### src/rtl/cordic_vectoring_iter.sv
`default_nettype none
// =============================================================================
// cordic_vectoring_iter : iterative vectoring-mode CORDIC, one micro-rotation
// per clock; returns gain-scaled magnitude and binary angle of (x, y).
// Revision: 1.0
// =============================================================================
module cordic_vectoring_iter #(
   parameter int ITERATIONS = 8
) (
   input  logic         clk,
   input  logic         reset,
   input  logic         in_valid,
   output logic         in_ready,
   input  logic [15:0]  x_in,
   input  logic [15:0]  y_in,
   output logic         out_valid,
   input  logic         out_ready,
   output logic [16:0]  mag_out,
   output logic [15:0]  angle_out,
   output logic [127:0] z_trace
);
   localparam logic [2:0] C_LAST = 3'(ITERATIONS - 1);

   typedef enum logic [1:0] {
      S_IDLE = 2'd0,
      S_ITER = 2'd1,
      S_DONE = 2'd2
   } state_t;

   state_t             r_state;
   state_t             w_state_next;
   logic signed [17:0] r_x;
   logic signed [17:0] r_y;
   logic        [15:0] r_z;
   logic        [2:0]  r_cnt;
   logic               r_zero;
   logic        [16:0] r_mag;
   logic        [15:0] r_angle;
   logic        [127:0] r_trace;

   logic signed [17:0] w_xe;
   logic signed [17:0] w_ye;
   logic signed [17:0] w_x_pre;
   logic signed [17:0] w_y_pre;
   logic        [15:0] w_z_pre;
   logic signed [17:0] w_x_sh;
   logic signed [17:0] w_y_sh;
   logic signed [17:0] w_x_next;
   logic signed [17:0] w_y_next;
   logic        [15:0] w_z_next;
   logic        [15:0] w_atan;
   logic               w_accept;
   logic               w_last;

   assign w_xe      = {{2{x_in[15]}}, x_in};
   assign w_ye      = {{2{y_in[15]}}, y_in};
   assign w_accept  = (r_state == S_IDLE) && in_valid;
   assign w_last    = (r_cnt == C_LAST);
   assign in_ready  = (r_state == S_IDLE);
   assign out_valid = (r_state == S_DONE);
   assign mag_out   = r_mag;
   assign angle_out = r_angle;
   assign z_trace   = r_trace;

   // Fold the left half-plane onto the right by +/-90 degrees; 18 bits keep -(-32768) exact.
   always_comb begin
      w_x_pre = w_xe;
      w_y_pre = w_ye;
      w_z_pre = 16'd0;
      if (x_in[15]) begin
         if (!y_in[15]) begin
            w_x_pre = w_ye;
            w_y_pre = -w_xe;
            w_z_pre = 16'd16384;
         end else begin
            w_x_pre = -w_ye;
            w_y_pre = w_xe;
            w_z_pre = 16'hC000;
         end
      end
   end

   always_comb begin
      case (r_cnt)
         3'd0:    w_atan = 16'd8192;
         3'd1:    w_atan = 16'd4836;
         3'd2:    w_atan = 16'd2555;
         3'd3:    w_atan = 16'd1297;
         3'd4:    w_atan = 16'd651;
         3'd5:    w_atan = 16'd326;
         3'd6:    w_atan = 16'd163;
         default: w_atan = 16'd81;
      endcase
   end

   assign w_x_sh = r_x >>> r_cnt;
   assign w_y_sh = r_y >>> r_cnt;

   // Rotate towards y = 0; the angle accumulator wraps naturally at 16 bits.
   always_comb begin
      w_x_next = r_x + w_y_sh;
      w_y_next = r_y - w_x_sh;
      w_z_next = r_z + w_atan;
      if (r_y[17]) begin
         w_x_next = r_x - w_y_sh;
         w_y_next = r_y + w_x_sh;
         w_z_next = r_z - w_atan;
      end
   end

   always_comb begin
      w_state_next = r_state;
      case (r_state)
         S_IDLE:  if (in_valid)  w_state_next = S_ITER;
         S_ITER:  if (w_last)    w_state_next = S_DONE;
         S_DONE:  if (out_ready) w_state_next = S_IDLE;
         default: w_state_next = S_IDLE;
      endcase
   end

   always_ff @(posedge clk) begin
      if (reset) r_state <= S_IDLE;
      else       r_state <= w_state_next;
   end

   always_ff @(posedge clk) begin
      if (reset) begin
         r_x     <= '0;
         r_y     <= '0;
         r_z     <= '0;
         r_cnt   <= '0;
         r_zero  <= 1'b0;
         r_mag   <= '0;
         r_angle <= '0;
         r_trace <= '0;
      end else if (w_accept) begin
         r_x     <= w_x_pre;
         r_y     <= w_y_pre;
         r_z     <= w_z_pre;
         r_cnt   <= '0;
         r_zero  <= (x_in == 16'd0) && (y_in == 16'd0);
         r_trace <= '0;
      end else if (r_state == S_ITER) begin
         r_x                         <= w_x_next;
         r_y                         <= w_y_next;
         r_z                         <= w_z_next;
         r_cnt                       <= r_cnt + 3'd1;
         r_trace[{r_cnt, 4'd0} +: 16] <= w_z_next;
         if (w_last) begin
            r_mag   <= r_zero ? 17'd0 : w_x_next[16:0];
            r_angle <= r_zero ? 16'd0 : w_z_next;
         end
      end
   end
endmodule
`default_nettype wire

### config.mk
export PLATFORM = sky130hd
export DESIGN_NAME = cordic_vectoring_iter
export DESIGN_NICKNAME = d
export VERILOG_FILES = /design/src/rtl/cordic_vectoring_iter.sv
export SDC_FILE = /design/constraint.sdc
export NUM_CORES = 1
export LEC_CHECK = 0
export CAP_MARGIN = 5
export CORE_MARGIN = 8
export CORE_UTILIZATION = 50
export DETAILED_ROUTE_END_ITERATION = 16
export HOLD_SLACK_MARGIN = 0.15
export PLACE_DENSITY = 0.77
export SLEW_MARGIN = 40
export SYNTH_ARGS = -nofsm -noshare
export SYNTH_HDL_FRONTEND = slang
export SYNTH_SLANG_ARGS = --single-unit
### constraint.sdc
create_clock -name clk -period 4.65 [get_ports clk]
set_clock_uncertainty 0.2 [all_clocks]
set_input_delay 1.395 -clock clk [delete_from_list [all_inputs] [get_ports clk]]
set_output_delay 1.395 -clock clk [all_outputs]
set_load 0.02 [all_outputs]
Word-level counts from Yosys, hierarchy flattened
Cells that the tools add are included.
Widths: inputs -> output; s select.

cells by class
  add/subtract/negate cells = 10
  eq/ne operators = 12
  shift operators = 4
  multiplexer cells = 23
  bitwise gates (word level) = 1
  reductions and logical operators = 10

operator list
  operator                  number
  $mux 18                   10
  $bwmux 128                1
  $shift 16x9->128 const A  1
  $shiftx 16x9->128         1
  $pmux 14 s7               1
  $mux 16                   6
  $add 18x18->18            2
  $neg 16->18               2
  $sshr 18x3->18            2
  $sub 18x18->18            2
  $logic_not 16->1          2
  $mux 17                   1
  $add 16x16->16            1
  $sub 16x16->16            1
  $eq 3x3->1 const B        4
  $neg 7->9                 1
  $eq 3x2->1 const B        2
  $mux 2                    3
  $pmux 2 s3                1
  $reduce_and 3->1          2
  $ne 2x2->1 const B        2
  $add 3x1->3 const B       1
  $eq 3x1->1 const B        1
  $logic_not 3->1           1
  8 further kinds           9

storage, ports and cells
  flip-flop bits (word level) = 219
  bits of input ports = 36
  logic and storage cells = 69

Depth between registers and ports, before layout
  depth after elaboration = 6
  depth in mapped cells = 26
  gate-level depth less buffers = 21

Worst setup path before layout
Ideal clock, no wire load.

  kind = reg2reg
  start point = register r_cnt[2]
  end point = register r_angle[15] (netlist: angle_out[15])
  library setup time = 0.142 ns
  arrival = 4.802 ns
  slack = -0.494 ns
  cell stages (with the launch flop) = 24
  buffers on the path = 4
  period minus slack after synthesis = 5.144 ns
  cell sequence = dfxtp_1 > inv_1 > buf_4 > clkbuf_1 > clkbuf_1 > ha_1 > clkbuf_1 > a211oi_1 > nand2_1 > nand3_1 > inv_1 > ha_1 > nand2_1 > nor3b_1 > a31oi_1 > xor2_1 > ha_1 > and2_1 > and4_1 > nor2b_1 > a2111oi_2 > xnor2_1 > xnor2_1 > o21ai_0

on the way
  longest elaborated chain between the ends = 5

ends and longest elaborated chain
  element                                                  line      RTL
  start, declared                                          35        logic [2:0] r_cnt;
  start signal, assigned                                   147       r_cnt <= r_cnt + 3'd1;
  $eq 3x3->1 (tied with other cells)                       84        case (r_cnt)
  $pmux 14 s7                                              84
  $add 16x16->16 / $sub 16x16->16 (equally long branches)  103, 107
  $mux 16                                                  104       if (r_y[17]) begin
  $mux 16                                                  151       r_angle <= r_zero ? 16'd0 : w_z_next;
  end signal, assigned                                     151
  end, declared                                            38        logic [15:0] r_angle;

Parallel ways exist; a longest one is shown, timed or not.
A chain may end at the register's enable or synchronous reset.

Final worst setup path
  start point = register r_cnt[1]
  end point = register r_trace[111] (netlist: z_trace[111])

on the way
  longest elaborated chain between the ends = 6

ends and longest elaborated chain
  element                                                  line      RTL
  $eq 3x3->1 (tied with other cells)                       84
  $pmux 14 s7                                              84
  $add 16x16->16 / $sub 16x16->16 (equally long branches)  103, 107
  $mux 16                                                  104
  $shiftx 16x9->128                                        148       r_trace[{r_cnt, 4'd0} +: 16] <= w_z_next;
  $bwmux 128 (*)                                           148
  end signal, assigned by index                            148
  end, declared                                            39        logic [127:0] r_trace;

Mark *: on every way between the ends. The rest lies on a longest branch, timed or not.

==> impl_metrics.json <==
{
  "dp_hpwl_mm": 35.4,
  "clkPwrFrac_pct": 22.8,
  "setup_ws_ns": 0.187,
  "worstSetupEndpointType": "flip-flop",
  "drt_iter0_drc": 1702,
  "p_leak_nw": 6.23,
  "synth_edf_count": 0,
  "path_class": "reg2reg",
  "post-route-util_pct": 63.2,
  "syn_avg_cell_area_um2": 7.77,
  "slew_viol_final": 0,
  "hold_class": "reg2reg",
  "muxShareOfSynthArea_pct": 7.47,
  "cts_sinks": 219,
  "grt_usage_pct": 27.8,
  "internal_power_w": 0.00483,
  "max_stage_delay_ns": 0.39,
  "synth_top_family_by_area": "simple AND/OR/NAND/NOR gates",
  "seqPwrFrac_pct": 25.2,
  "fin_nets": 2063,
  "ant_nets": 0,
  "crit_top_cell": "ha_1",
  "comb_power_share_pct": 52.0,
  "switchingPower_w": 0.00380,
  "synth_seq_cells": 219,
  "finalSetupViolCount": 0,
  "die_x_um": 183,
  "drive_gt1_share_pct": 9.20,
  "crit_path_start_kind": "flip-flop",
  "p_per_area_nw_per_um2": 496,
  "vias_per_cell": 6.14,
  "core_area_um2": 27600,
  "stdcell_area_um2": 17400,
  "max_slew.worst_pin.slew_ns": 0.822,
  "holdWs_ns": 0.253,
  "yosys.area_share.simple_pct": 22.4,
  "start_util_pct": 50.5,
  "grt_pass1_wl_mm": 75.3,
  "hold_viol_final": 0,
  "wl_per_cell_um": 20.8,
  "fmaxAchievable_mhz": 224,
  "syn_to_final_growth_pct": 25.2,
  "async_flop_share_pct": 0,
  "grt_max_degree": 72,
  "cts_buffers": 25,
  "vdd_drop_max_mv": 0.371,
  "grt_overflow": 0,
  "grt_pass1_vias": 13400,
  "clockBufferDepth": 3,
  "synthCells": 1788,
  "synthAdderAreaFrac_pct": 5.92,
  "path_cells": "inv_1, ha_1, ha_1, a211oi_1, nand2_1, nand3_1, inv_1, ha_1, nand2_1, nor3b_1, a31oi_1, xor2_1, ha_1, a21oi_1, nor2b_1, o21ai_0, a21boi_0, a2111oi_4, xnor2_2, xnor2_2, buf_12, a211oi_2",
  "sw_frac_of_total_pct": 44.0,
  "cp_max_fo": 8,
  "status": "completed",
  "ys_types": 80,
  "ys_warn_count": 0,
  "htreeDepth": 1,
  "ys_seq_area_share_pct": 31.5,
  "synth-compound-area-share_pct": 21.8,
  "drv_cap": 0,
  "place_area_um2": 16400,
  "drcViolationCount": 0,
  "synth_xor_area_share_pct": 5.61,
  "die_h_um": 183,
  "gp_congestion": 0.986,
  "worstPathArrival_ns": 4.68,
  "crit_family": "compound AO/OA/AOI/OAI gates",
  "clkTransAtPathRegs_ns": 0.06,
  "tns_ns": 0,
  "rsz0062_at_grt": "true",
  "antenna_found_initial": 2,
  "critPathSlowestCell": "a21boi_0",
  "cts_tree": "done",
  "min_period_over_period_pct": 96.0,
  "cp.buffers_inverters": 3,
  "num_vias": 14500,
  "slew_headroom_pct": 45.2,
  "crit_required_ns": 4.87,
  "io_buffers": 198,
  "boundaryPins": 199,
  "dieArea_um2": 33400,
  "dr.pass1.iters": 6,
  "min_period_ns": 4.46,
  "clockRootBuffer": "clkbuf_16",
  "finalWirelength_mm": 49.0,
  "synth_area_um2": 13900,
  "clock_latency_ns": 0.55,
  "num_rows": 61,
  "place_ws_ns": 0.101,
  "fillers": 2342,
  "dominantRegCellSynth": "dfxtp_1",
  "synth_nets": 1888
}
power by group through the flow:
stage                     clock network (W)  registers (W)  logic, W
after floorplan                           0        0.00213   0.00287
after global placement                    0        0.00220   0.00418
after detailed placement                  0        0.00220   0.00427
after CTS                           0.00198        0.00216   0.00430
after global routing                0.00206        0.00218   0.00480
final                               0.00197        0.00217   0.00448
cell families (layout without fill, tap and decap cells):
group | count (synthesis) | in the layout
and+or+nand+nor | 689 | 689
AOI/OAI and AO/OA | 482 | 482
DFF | 219 | 219
buffers and inverters | 166 | 356
xor gates and xnor gates | 89 | 89
muxes | 79 | 79
adders and majority gates | 64 | 64
other | 0 | 1
path summary, 6_finish.rpt:
check | start | to | slack, ns | cells after the start
setup / recovery | r_cnt[1]$_SDFFE_PP0P_ | z_trace[111]$_SDFFE_PP0P_ | 0.19 | 22
hold / removal | z_trace[52]$_SDFFE_PP0P_ | z_trace[52]$_SDFFE_PP0P_ | 0.25 | 2
setup reg to reg | r_cnt[1]$_SDFFE_PP0P_ | z_trace[111]$_SDFFE_PP0P_ | 0.19 | 22
hold reg to reg | z_trace[52]$_SDFFE_PP0P_ | z_trace[52]$_SDFFE_PP0P_ | 0.25 | 2
flip-flops by register name (all words and copies together) (netlist names), 2 cells and up:
register   cells
angle_out     16
r_z           16
mag_out       17
z_trace      128
r_x           18
r_cnt          3
r_y           18
r_state        2
worst min-delay path, stage by stage (launching register included):
cell and delay, ns:
dfxtp_1 0.31, nand2_1 0.05, a21oi_1 0.05
routing by layer:
metal,vias up,wire (um),share of wire [%],track usage [%]
met2,755,21500,44,42.9
met4,0,1380,2.8,8.40
met5,-,0,0,0
li1,6737,-,-,-
met3,93,5220,11,5.36
met1,6898,20900,43,38.8
Yosys cell counts, types with 8 or more instances:
cell | n | area (um^2)
dfxtp_1 | 219 | 4380
xor2_1 | 40 | 350
mux4_2 | 18 | 405
and2_1 | 11 | 68.8
ha_1 | 61 | 763
a311o_1 | 9 | 90.1
nand2b_1 | 16 | 100
a311oi_1 | 8 | 70.1
o211ai_1 | 20 | 150
nor3_1 | 29 | 145
buf_1 | 10 | 37.5
clkbuf_1 | 95 | 357
xnor2_1 | 49 | 429
nor4b_1 | 9 | 78.8
inv_1 | 38 | 143
nand2_1 | 270 | 1010
a31oi_1 | 21 | 131
a21o_1 | 10 | 75.1
nor2b_1 | 21 | 131
nor2_1 | 191 | 717
mux2i_1 | 47 | 470
nand4_1 | 11 | 68.8
or3_1 | 12 | 75.1
buf_4 | 8 | 60.1
a211oi_1 | 48 | 360
a22oi_1 | 20 | 150
o21ai_0 | 59 | 295
o21a_1 | 13 | 97.6
a21oi_1 | 200 | 1000
nand3_1 | 75 | 375
a221oi_1 | 11 | 96.3
cells in the final DEF (no fill, tap or decap), types with 7 or more instances in the layout:
master	netlist	layout
a21o_1	10	10
clkbuf_16	0	26
or3_1	12	12
a211oi_1	48	46
and3_1	7	7
ha_1	61	61
a221oi_1	11	11
xnor2_1	49	46
inv_1	38	38
mux2i_1	47	45
nor2b_1	21	20
o21ai_0	59	57
and2_1	11	11
buf_4	8	68
nor4b_1	9	8
a31oi_1	21	21
dfxtp_1	219	215
a311o_1	9	9
mux2_2	7	7
nand4_1	11	11
a22oi_1	20	20
o211ai_1	20	20
xor2_1	40	40
mux4_2	18	18
nor3_1	29	26
a21oi_1	200	200
nand2b_1	16	15
nor2_1	191	189
o21a_1	13	13
a311oi_1	8	8
clkdlybuf4s50_1	0	196
nand2_1	270	268
nand3_1	75	75
metrics by stage:
| stage | std cells | power, W |
|---|---|---|
| floorplan | 1788 | 0.00499 |
| global placement | 2309 | 0.00638 |
| detailed placement | 2309 | 0.00647 |
| CTS | 2351 | 0.00845 |
| global route | 2357 | 0.00904 |
| finish | 2357 | 0.00863 |
cell type report:
cell class,instances,area [um^2],share of cell area [%]
well taps,378,473,2.72
clock inverters,9,121,0.697
inverters,40,155,0.892
multi-input cells,1403,8930,51.3
clock buffers,33,676,3.88
diodes,1,2.50,0.0144
repair buffers,274,2660,15.3
flip-flops and latches,219,4390,25.2
what timing repair did:
action | 4_1_cts | 5_1_grt
endpoints found under the setup margin | 0 | 63
gates resized for setup | 0 | 17
buffers inserted | 0 | 3
hold buffers | 0 | 0
Power figures use the tool's default switching activity.
==> variant 1, RTL diff (same settings) <==
Re-encode `state_t` (3 states) as one-hot, 3 bits wide.
--- a/src/rtl/cordic_vectoring_iter.sv
+++ b/src/rtl/cordic_vectoring_iter.sv
@@ -22,8 +22,8 @@
    localparam logic [2:0] C_LAST = 3'(ITERATIONS - 1);
 
-   typedef enum logic [1:0] {
-      S_IDLE = 2'd0,
-      S_ITER = 2'd1,
-      S_DONE = 2'd2
+   typedef enum logic [2:0] {
+      S_IDLE = 3'b001,
+      S_ITER = 3'b010,
+      S_DONE = 3'b100
    } state_t;
 
Behaviour: same outputs for any inputs over 4 cycles, from zero or initial values and one cycle with reset high; so few cycles prove little.
==> variant 1 against the unedited design <==
  * Via count fell by 1.1%
  * Clock power rose by 5%
  * Critical endpoint is now r_x[17]
  * Die area fell by 0.11%
  * Synthesized area fell by 0.12%
  * First-iteration DRC count fell by 20%
  * Power fell by 26%
  * Wire length rose by 0.97%
  * Largest power group unchanged
  * Sequential cell count rose by 1
  * Setup slack got worse by 85 ps
  * Design area rose by 2.0%
  * Fmax fell by 1.9%
==> variant 1: results <==
metrics = {
    "worst_setup_path": {
        "crit_family": "simple AND/OR/NAND/NOR gates",
        "slowest_stage": "or4_1",
        "rr_worst_depth": 16,
        "crit_fanout": 8,
        "slowest_delay_ps": 520,
        "ff2ff_setup_slack_ps": 100,
        "cp.arrival_ps": 4770,
        "r2r_end": "r_x[17]",
    },
    "grt": {
        "grt_pass1_wl_mm": 76.04,
        "grt_usage_pct": 28.32,
        "antenna_found_initial": 0,
        "grt_pass1_vias": 13340,
        "grt_max_degree": 61,
    },
    "synth": {
        "ys.flop_type": "dfxtp_1",
        "synth_area_leaders": "dfxtp_1 32%, nand2_1 7.4%, a21oi_1 6.7%",
        "synth_cell_types": 77,
        "syn_nets": 1876,
        "synth.top_cells.by_count": "274 x nand2_1, 220 x dfxtp_1, 190 x nor2_1",
        "yosysSeqAreaShare_pct": 31.72,
        "async_flop_share_pct": 0,
        "yosysWarnings": 0,
        "synth_compound_area_share_pct": 20.69,
        "synth_xor_xnor_area_share_pct": 6.182,
        "synth_fa_ha_area_share_pct": 5.930,
        "synthMuxAreaShare_pct": 7.867,
    },
    "power": {
        "vdd_drop_max_mv": 0.2864,
        "power.leakage_nw": 6.475,
        "power.switching_mw": 2.309,
    },
    "placed_design": {
        "dp_hpwl_mm": 36.79,
        "post_dp_cell_area_mm2": 0.01667,
        "place_congestion": 0.9989,
        "portBuffers": 198,
    },
    "sta": {
        "tightest_slew_ps": 937.4,
        "timing.hold.ws_ps": 250.7,
    },
    "layout": {
        "finalNetCount": 2083,
        "drive_above_1_share_pct": 12.59,
    },
    "drt": {
        "vias": 14330,
        "drt_first_iter_violations": 1360,
        "wire_per_inst_um": 20.80,
        "drt-total-wl_mm": 49.50,
        "first_pass_iters": 5,
    },
    "hold_path": {
        "hold_class": "reg -> reg",
        "min_from": "z_trace[76]",
        "whs_endpoint": "z_trace[76]",
    },
    "cts": {
        "cts_htree_levels": 1,
        "clk_transition_reported_paths_ps": 60,
        "clk_latency_ps": 550,
        "clockRootBuffer": "clkbuf_16",
        "cts.path.max_buffers": 3,
    },
    "run_status": {
        "status": "completed",
    },
}
[variant 1: kinds of logic after synthesis]
kind of cell,count (synthesis)
simple gates,694
buf+inv,158
xor+xnor,98
compound gates,460
fa+ha+maj,64
mux,82
flops,220
[variant 1: power groups by stage]
stage / clock (mW) / sequential [mW] / combinational [mW]
after floorplan: 0 / 2.00 / 1.40
after global placement: 0 / 2.04 / 2.14
after detailed placement: 0 / 2.04 / 2.16
after CTS: 2.09 / 2.00 / 2.18
after global routing: 2.17 / 2.01 / 2.48
final: 2.07 / 2.01 / 2.29
[variant 1: through the flow]
stage | setup WS (ps) | cells | TNS (ps)
final | 102.1 | 2380 | 0
after global routing | -13.00 | 2379 | -13.00
after CTS | 18.68 | 2370 | 0
after detailed placement | -8.435 | 2325 | -8.435
after global placement | -7.810 | 2325 | -7.810
after floorplan | 14.09 | 1776 | 0
[variant 1: cell type report]
| class | count | area [um^2] |
|---|---|---|
| diodes | 1 | 2.502 |
| clock buffers | 34 | 699.4 |
| clock inverters | 11 | 158.9 |
| fillers | 2453 | 9801 |
| inverters | 33 | 128.9 |
| multi-input cells | 1398 | 9052 |
| flip-flops and latches | 220 | 4410 |
| well taps | 378 | 473.0 |
| repair buffers | 305 | 2826 |
[variant 1: how the worst max path moves through the flow]
| stage | from | to | cells after the start |
|---|---|---|---|
| 6_report | r_cnt[1] | r_x[17] | 16 |
| 5_1_grt | r_cnt[0] | r_y[17] | 16 |
| 4_1_cts | r_cnt[0] | r_x[17] | 17 |
| 3_5_place_dp | r_cnt[1] | r_x[17] | 14 |
| 3_3_place_gp | r_cnt[1] | r_x[17] | 14 |
| 2_1_floorplan | r_cnt[0] | z_trace[78] | 24 |
[variant 1: per-layer routing]
metal	track usage, %	vias to the layer above	share of wire (%)
met5	0	-	0
met2	44.59	635	44
met1	38.82	6814	43
met4	9.052	0	3.3
li1	-	6773	-
met3	4.852	107	8.9
[variant 1: repair_timing]
| item | CTS | global route |
|---|---|---|
| cloned | 0 | 0 |
| hold endpoints to repair | 0 | 0 |
| resized for setup | 3 | 34 |
| endpoints found under the setup margin | 4 | 40 |
| buffers inserted | 0 | 9 |
| pin swaps | 0 | 11 |
[variant 1: worst min-delay path, cell delays in order, from the launching register on]
cell,delay (ps)
dfxtp_1,310
nand2_1,50
a21oi_1,50
==> variant 2, RTL diff (same flow settings) <==
Made on the original files. `ITERATIONS`: 8 -> 6.
--- a/src/rtl/cordic_vectoring_iter.sv
+++ b/src/rtl/cordic_vectoring_iter.sv
@@ -6,5 +6,5 @@
 // =============================================================================
 module cordic_vectoring_iter #(
-   parameter int ITERATIONS = 8
+   parameter int ITERATIONS = 6
 ) (
    input  logic         clk,
Behaviour: not the same (Yosys sat finds a counterexample within 10 cycles, from zero or initial values and one cycle with reset high).
==> variant 2 against the unedited design <==
  * Via count up 1.6%
  * Setup slack worse by 9.4 ps
  * Power rose by 2.2%
  * Clock power is 4% higher
  * Sequential cell count stayed put
  * Synthesized area up 0.94%
  * Wire length increased by 1.4%
  * Design area grew 1.5%
  * Fmax down 0.21%
  * Worst hold slack improved by 1.6 ps
  * Largest cell class unchanged
==> variant 2: results <==
metrics = {
    "run_status": {
        "status": "completed",
    },
    "drt": {
        "viasPerCell": 6.200,
        "drt_first_iter_violations": 1576,
        "wire_per_inst_um": 20.94,
    },
    "layout": {
        "drive_above_1_share_pct": 11.18,
        "finalNetCount": 2078,
        "fillers": 2400,
    },
    "synth": {
        "synth_area_leaders": "dfxtp_1 31%, a21oi_1 7.6%, nand2_1 7.2%",
        "synth_most_common_cell": "nand2_1",
        "yosysSeqAreaShare_pct": 31.25,
        "synth.top_cells.by_count": "271 x nand2_1, 219 x dfxtp_1, 212 x a21oi_1",
        "synth_cell_types": 86,
    },
    "grt": {
        "grt_pass1_vias": 13690,
        "use_met3_pct": 4.783,
        "use_met1_pct": 38.66,
        "grt_max_degree": 127,
        "grt_usage_pct": 27.99,
        "grtUsageMet2_pct": 43.82,
        "antenna_found_initial": 1,
        "grt_pass1_wl_mm": 76.35,
    },
    "worst_setup_path": {
        "cp.arrival_ps": 4750,
        "slowest_delay_ps": 460,
        "slowest_stage": "or4_1",
        "crit_fanout": 10,
    },
    "placed_design": {
        "dp_hpwl_mm": 35.82,
        "place_ws_ps": 74.10,
        "place_congestion": 1.002,
    },
    "sta": {
        "tightest_slew_ps": 793.9,
    },
    "power": {
        "power.leakage_nw": 6.435,
        "seqPwrFrac_pct": 24.4,
        "vdd_drop_max_mv": 0.4041,
        "intPower_mw": 4.956,
        "power.switching_mw": 3.866,
    },
}
variant 2: cell count changes after synthesis, sizes merged, moves of 9 or more:
cell,before,now
o31ai,7,23
a21o,10,19
nor2b,21,12
o21a,13,23
or3,12,30
a21oi,200,212
nor3,30,40
variant 2: kinds of logic after synthesis:
group / after synthesis / synth area share (%)
compound gates: 502 / 22.78
xor+xnor: 86 / 5.422
fa+ha+maj: 64 / 5.868
buf+inv: 160 / 5.128
flops: 219 / 31.25
mux: 73 / 7.437
simple gates: 687 / 22.12
variant 2: worst paths after layout:
kind                     from       endpoint  slack, ps  cells after the start
hold reg to reg   z_trace[44]    z_trace[44]        250                      2
setup / recovery     r_cnt[0]  angle_out[12]        180                     18
hold / removal    z_trace[44]    z_trace[44]        250                      2
setup reg to reg     r_cnt[0]  angle_out[12]        180                     18
variant 2: per-stage QoR:
stage	area [um^2]	utilization (%)	cells
after floorplan	14150	-	1791
after global placement	16660	60.12	2322
after detailed placement	16690	60.24	2324
after CTS	17530	63.28	2368
after global routing	17670	63.78	2373
final	17670	63.78	2373
variant 2: routing by layer:
metal | vias to the layer above | wire length [um] | share of wire (%)
met2 | 733 | 22190 | 45
met3 | 94 | 4792 | 9.6
met1 | 7061 | 21190 | 43
met5 | - | 13 | 0.026
li1 | 6823 | - | -
met4 | 2 | 1516 | 3.1
variant 2: area by class of cell:
cell class / instances / area share [%]
inverter: 33 / 0.7294
clock buffer: 33 / 3.937
timing repair buffer: 287 / 15.56
tap: 378 / 2.677
clock inverter: 11 / 0.8143
sequential: 219 / 24.86
multi-input combinational: 1412 / 51.42
variant 2: what timing repair did:
action | CTS | global route
setup endpoints to repair | 0 | 58
resized for setup | 0 | 24
setup buffers | 0 | 2
